===== config.mk =====
export PLATFORM = sky130hd
export DESIGN_NAME = prim_generic_pipe
export DESIGN_NICKNAME = d
export VERILOG_FILES = /design/src/rtl/prim_generic_pipe.sv
export SDC_FILE = /design/constraint.sdc
export NUM_CORES = 1
export LEC_CHECK = 0
export ABC_AREA = 0
export CORE_AREA = 4 4 41 43
export CTS_BUF_LIST = sky130_fd_sc_hd__clkbuf_16
export CTS_CLUSTER_SIZE = 28
export DETAILED_ROUTE_END_ITERATION = 6
export DIE_AREA = 0 0 45 47
export SYNTH_ARGS = -nofsm -noshare
export SYNTH_HDL_FRONTEND = slang
export SYNTH_SLANG_ARGS = --single-unit
export TNS_END_PERCENT = 30

===== constraint.sdc =====
create_clock -name clk_i -period 2.4 [get_ports clk_i]
set_input_delay 0.48 -clock clk_i [delete_from_list [all_inputs] [get_ports clk_i]]
set_output_delay 0.48 -clock clk_i [all_outputs]
set_load 0.02 [all_outputs]

===== src/rtl/prim_generic_pipe.sv =====
// Elastic multi-stage register pipeline with valid/ready on both sides.
// Empty stages let later words advance (bubble collapse); clr_i flushes every stage.
module prim_generic_pipe #(
   parameter int unsigned            Width      = 1,
   parameter int unsigned            Depth      = 2,
   parameter logic [Width-1:0]       ResetValue = '0,
   localparam int unsigned           CntW       = $clog2(Depth + 1)
) (
   input  logic             clk_i,
   input  logic             rst_ni,
   input  logic             clr_i,
   input  logic             valid_i,
   output logic             ready_o,
   input  logic [Width-1:0] data_i,
   output logic             valid_o,
   input  logic             ready_i,
   output logic [Width-1:0] data_o,
   output logic [CntW-1:0]  depth_o
);

   // Handshake: a word moves on an edge where valid and ready are both 1.
   // ready_o is combinational from ready_i, so consumers must not loop ready_i back from it.

   if (Depth < 1 || Depth > 16) begin : g_depth_check
      $error("prim_generic_pipe: Depth must be in 1..16");
   end

   logic [Depth-1:0] r_valid;
   logic [Width-1:0] r_data [Depth];

   logic [Depth-1:0] w_adv;
   logic [Depth-1:0] w_in_valid;
   logic [Width-1:0] w_in_data [Depth];
   logic [CntW-1:0]  w_depth;

   // A stage may advance unless it and every stage downstream of it are full
   // while the consumer stalls. Written as a flat AND to avoid a self-referencing chain.
   always_comb begin
      w_adv = '0;
      for (int k = 0; k < int'(Depth); k++) begin
         logic v_all_full;
         v_all_full = 1'b1;
         for (int j = k; j < int'(Depth); j++) begin
            v_all_full = v_all_full & r_valid[j];
         end
         w_adv[k] = ready_i | ~v_all_full;
      end
   end

   assign ready_o = w_adv[0] & ~clr_i;

   assign w_in_valid[0] = valid_i & ready_o;
   assign w_in_data[0]  = data_i;

   for (genvar k = 1; k < int'(Depth); k++) begin : g_stage_in
      assign w_in_valid[k] = r_valid[k-1];
      assign w_in_data[k]  = r_data[k-1];
   end

   // Data registers only load with a valid word so idle cycles do not toggle them.
   always_ff @(posedge clk_i or negedge rst_ni) begin
      if (!rst_ni) begin
         r_valid <= '0;
         for (int k = 0; k < int'(Depth); k++) begin
            r_data[k] <= ResetValue;
         end
      end else if (clr_i) begin
         r_valid <= '0;
         for (int k = 0; k < int'(Depth); k++) begin
            r_data[k] <= ResetValue;
         end
      end else begin
         for (int k = 0; k < int'(Depth); k++) begin
            if (w_adv[k]) begin
               r_valid[k] <= w_in_valid[k];
               if (w_in_valid[k]) begin
                  r_data[k] <= w_in_data[k];
               end
            end
         end
      end
   end

   always_comb begin
      w_depth = '0;
      for (int k = 0; k < int'(Depth); k++) begin
         w_depth = w_depth + CntW'(r_valid[k]);
      end
   end

   assign depth_o = w_depth;
   assign valid_o = r_valid[Depth-1];
   assign data_o  = r_data[Depth-1];

endmodule


# Word-level counts from Yosys, hierarchy flattened
# Index checks and enable logic that the tools add are counted.
# W data, S select, Z words.
# op_classes
add_sub_neg	1
muxes	8
n_bitwise	8
n_reduce_logical	6
# op_table
operator	count
$reduce_bool A2 Y1	4
$mux W1	6
$mux W2	2
$reduce_and A2 Y1	2
$and A1 B1 Y1	3
$not A1 Y1	3
$add A1 B1 Y2	1
$or A1 B1 Y1	2
# word_totals
reg_bits	4
input_bits	6

# Depth between registers and ports, before layout
# logic_depth
depth_word	8
ltp_mapped	4

# Least setup slack after synthesis
# OpenSTA, ideal clock, no wires.
# synth_path
path_type	reg-to-output
from	reg r_valid[1]
to	out ready_o
arrival_time_ns	1.251
t_required_ns	1.920
setup_slack_ns	0.669
path_stages_with_launch	4
path_buffers	0
cell_sequence	dfrtp_1 > ha_1 > nor2b_1 > nor2_1
# synth_between
elab_chain_len	4
# synth_rtl
element	line_no	text
start, declared	28	logic [Depth-1:0] r_valid;
start signal, assigned by index	75	r_valid[k] <= w_in_valid[k];
$and A1 B1 Y1	44	v_all_full = v_all_full & r_valid[j];
$not A1 Y1	46	w_adv[k] = ready_i | ~v_all_full;
$or A1 B1 Y1	46	
$and A1 B1 Y1	50	assign ready_o = w_adv[0] & ~clr_i;
end, declared	13	output logic ready_o,
# No other way between the ends.

# Worst setup path in the final report
# layout_path
from	in clr_i
to	out ready_o
# layout_between
elab_chain_len	2
# layout_rtl
element	line_no	text
start, declared	11	input logic clr_i,
$not A1 Y1	50	
$and A1 B1 Y1	50	
# No other way between the ends.

==> qor.yml <==
run_status:
  status: "complete, no violations"
timing:
  min_period_over_period_pct: 91.3
  max_slew_margin_pct: 85.7
  maxSlewViolCount: 0
  finalHoldViolations: 0
  max_clock_freq_mhz: 456
  setup_repair_after_global_routing_missed_its_margin: "false"
  final.min_clock_period_ns: 2.19
  worstMarginPinSlew_ns: 0.213
  setup_viol: 0
  fin_tns_setup_ns: 0
  timing.clock.skew_ns: 0.00185
yosys:
  synth-warning-count: 0
  post-synth-top-area-cell: "dfrtp_1"
  proportion_of_netlist_area_held_by_the_largest_area_contributor_pct: 50.0
  yosys_register_bits: 4
  synth_top_cells_by_area: "dfrtp_1 50%, mux2i_1 10%, ha_1 6.3%"
  synthesis.area_sq_um: 200
  post_synth_num_cell_types: 11
  synthesis.instances: 20
  syn-num-nets: 27
  ys_seq_area_share_pct: 50.0
  synth.avg_cell_area_sq_um: 10.0
cts:
  clkSlewWorstSetupHoldPaths_ns: 0.03
  clock_latency_ns: 0.22
  clock-sinks: 4
  tritoncts: "built"
  postCtsHoldBufs: 0
  post_cts.repair.setup_buffers: 0
  cts.htree.levels: 1
  cts_inserted_buffers: 3
  root_buffer: "clkbuf_16"
  cts.repair.resized: 0
  ctsLongestPathBuffers: 2
setup_path:
  reg2reg_slack_ns: 1.15
  path_common_cell: "clkdlybuf4s50_1"
  worst-r2r-cell-count: 5
  timing.critical_path.buf_inv: 2
  highest_cell_delay_on_the_worst_timing_path_ns: 0.61
  critical_path_required_ns: 1.92
  worst_path_dominant_cell_family: "buffers and inverters"
  critical_path.cell_chain: "clkdlybuf4s50_1 -> nor2_1 -> clkdlybuf4s50_1"
  critical_path_arrival_ns: 1.71
  cp-end-kind: "output pin"
  timing.critical_path.fanout_max: 6
  cp_slowest_cell: "clkdlybuf4s50_1"
  path_class: "input port to output pin"
  r2r_start: "r_valid[1]"
  cp-start-kind: "input port"
  critical_path.reg2reg.endpoint: "r_data[1]"
grt:
  grt_overflow_total: 0
  groute.usage.overall_pct: 6.19
  first_global_vias: 189
  grt_first_pass_wirelength_um: 821
  grt_start_max_net_pins: 7
  initial_antenna_violation_count: 0
placed_design:
  dpl.cell_count: 46
  routability_congestion_estimate: 0.651
  io_buf_count: 10
  hpwl_um: 395
flow_run:
  max_cap_violations: 0
die:
  initial_core_util_pct: 15.4
  placeableCoreArea_sq_um: 1300
  die_area_sq_um: 2120
  die-width_um: 45
  core.rowCount: 13
  die_h_um: 47
  floorplan.io_pins: 11
routing:
  vias_after_detailed_routing: 186
  vias_per_cell: 3.80
  iteration_0_drc_markers: 0
  wl_per_cell_um: 9.84
  routed_wl_um: 482
  route.antenna.remaining_nets: 0
  drt_pre_antenna_iters: 1
  drt_drc_violations_left: 0
finish:
  final_layout_size_suffix_gt1_share_pct: 11.8
  area_growth_pct: 101
  design.final.nets: 43
  antenna_cells_inserted: 0
  fill_cells: 147
  final-instance-count-excl-fill: 49
worst_hold_path:
  min_path_type: "input port to asynchronous set/reset pin"
power:
  p_leak_nw: 0.177
  vdd_drop_max_mv: 0.341
  powerDensity_nw_per_um2: 909
## report_power, final
| part | internal [mW] | switching (mW) | total [mW] |
|---|---|---|---|
| logic | 0.0192 | 0.0148 | 0.0341 |
| registers | 0.0710 | 0.00243 | 0.0735 |
| clock network | 0.213 | 0.0448 | 0.257 |
| total | 0.303 | 0.0621 | 0.365 |
## registers in the layout, indices dropped and copies added (netlist names)
signal   flops
r_data       1
data_o       1
r_valid      2
## cells in the mapped netlist (all sizes together)
cell,count
a21boi,1
nor2b,1
o21ai,1
mux2i,2
dfrtp,4
inv,2
nand2b,2
nand3b,1
a21oi,2
ha,1
nor2,3
## how the worst max path moves through the flow
stage | slack [ns] | to | startpoint | depth (start not counted)
2_1_floorplan | 0.67 | ready_o | r_valid[1] | 3
5_1_grt | 0.12 | ready_o | ready_i | 4
3_3_place_gp | 0.22 | ready_o | clr_i | 3
3_5_place_dp | 0.21 | ready_o | clr_i | 3
6_report | 0.21 | ready_o | clr_i | 3
4_1_cts | 0.20 | ready_o | clr_i | 3
## layout make-up
type	instances	area [sq um]	share of cell area, %
well taps	15	18.8	4.67
inverters	2	7.51	1.87
clock buffers	3	75.1	18.7
flip-flops and latches	4	100	24.9
multi-input cells	14	92.6	23.1
repair buffers	11	108	26.8
## worst register-to-register path, cell delays in order (launching register included)
cell and delay [ns]:
dfrtp_1 0.40, ha_1 0.21, nor2b_1 0.14, buf_4 0.14
nand3b_1 0.14, a21oi_1 0.14
## stage by stage
stage / util [%] / instance area (sq um) / total power [mW] / worst slack [ns] / hold slack, ns
finish: 30.9 / 402 / 0.365 / 0.209 / 0.462
global route: 30.9 / 402 / 0.379 / 0.124 / 0.470
CTS: 30.9 / 402 / 0.371 / 0.200 / 0.466
detailed placement: 25.1 / 327 / 0.109 / 0.207 / 0.549
global placement: 25.1 / 327 / 0.108 / 0.217 / 0.544
floorplan: - / 200 / 0.0883 / 0.669 / 0.184
## per-layer routing
metal / vias up / global-route usage (%) / part of all wire (%)
li1: 94 / - / -
met1: 84 / 6.45 / 40
met2: 8 / 8.19 / 50
met3: 0 / 3.45 / 9.5
met4: 0 / 7.02 / 0
met5: - / 0 / 0
## placed cells by master, fill, tap and decap left out
cell type,count
o21ai_0,1
a21boi_0,1
nor2b_1,1
clkbuf_16,3
buf_4,1
ha_1,1
inv_1,2
dfrtp_1,4
nand2b_1,2
nand3b_1,1
nor2_1,3
mux2i_1,2
a21oi_1,2
clkdlybuf4s50_1,10
## cell families (layout without fill, tap and decap cells)
kind of cell | count (synthesis) | count (layout) | synth area share, %
buffers and inverters | 2 | 16 | 3.75
multiplexers | 2 | 2 | 10.0
AO/OA/AOI/OAI | 4 | 4 | 11.2
flip-flops | 4 | 4 | 50.0
AND/OR/NAND/NOR | 7 | 7 | 18.8
adder cells (fa/ha/maj) | 1 | 1 | 6.25
No activity file was read; power rests on OpenSTA's default activity.
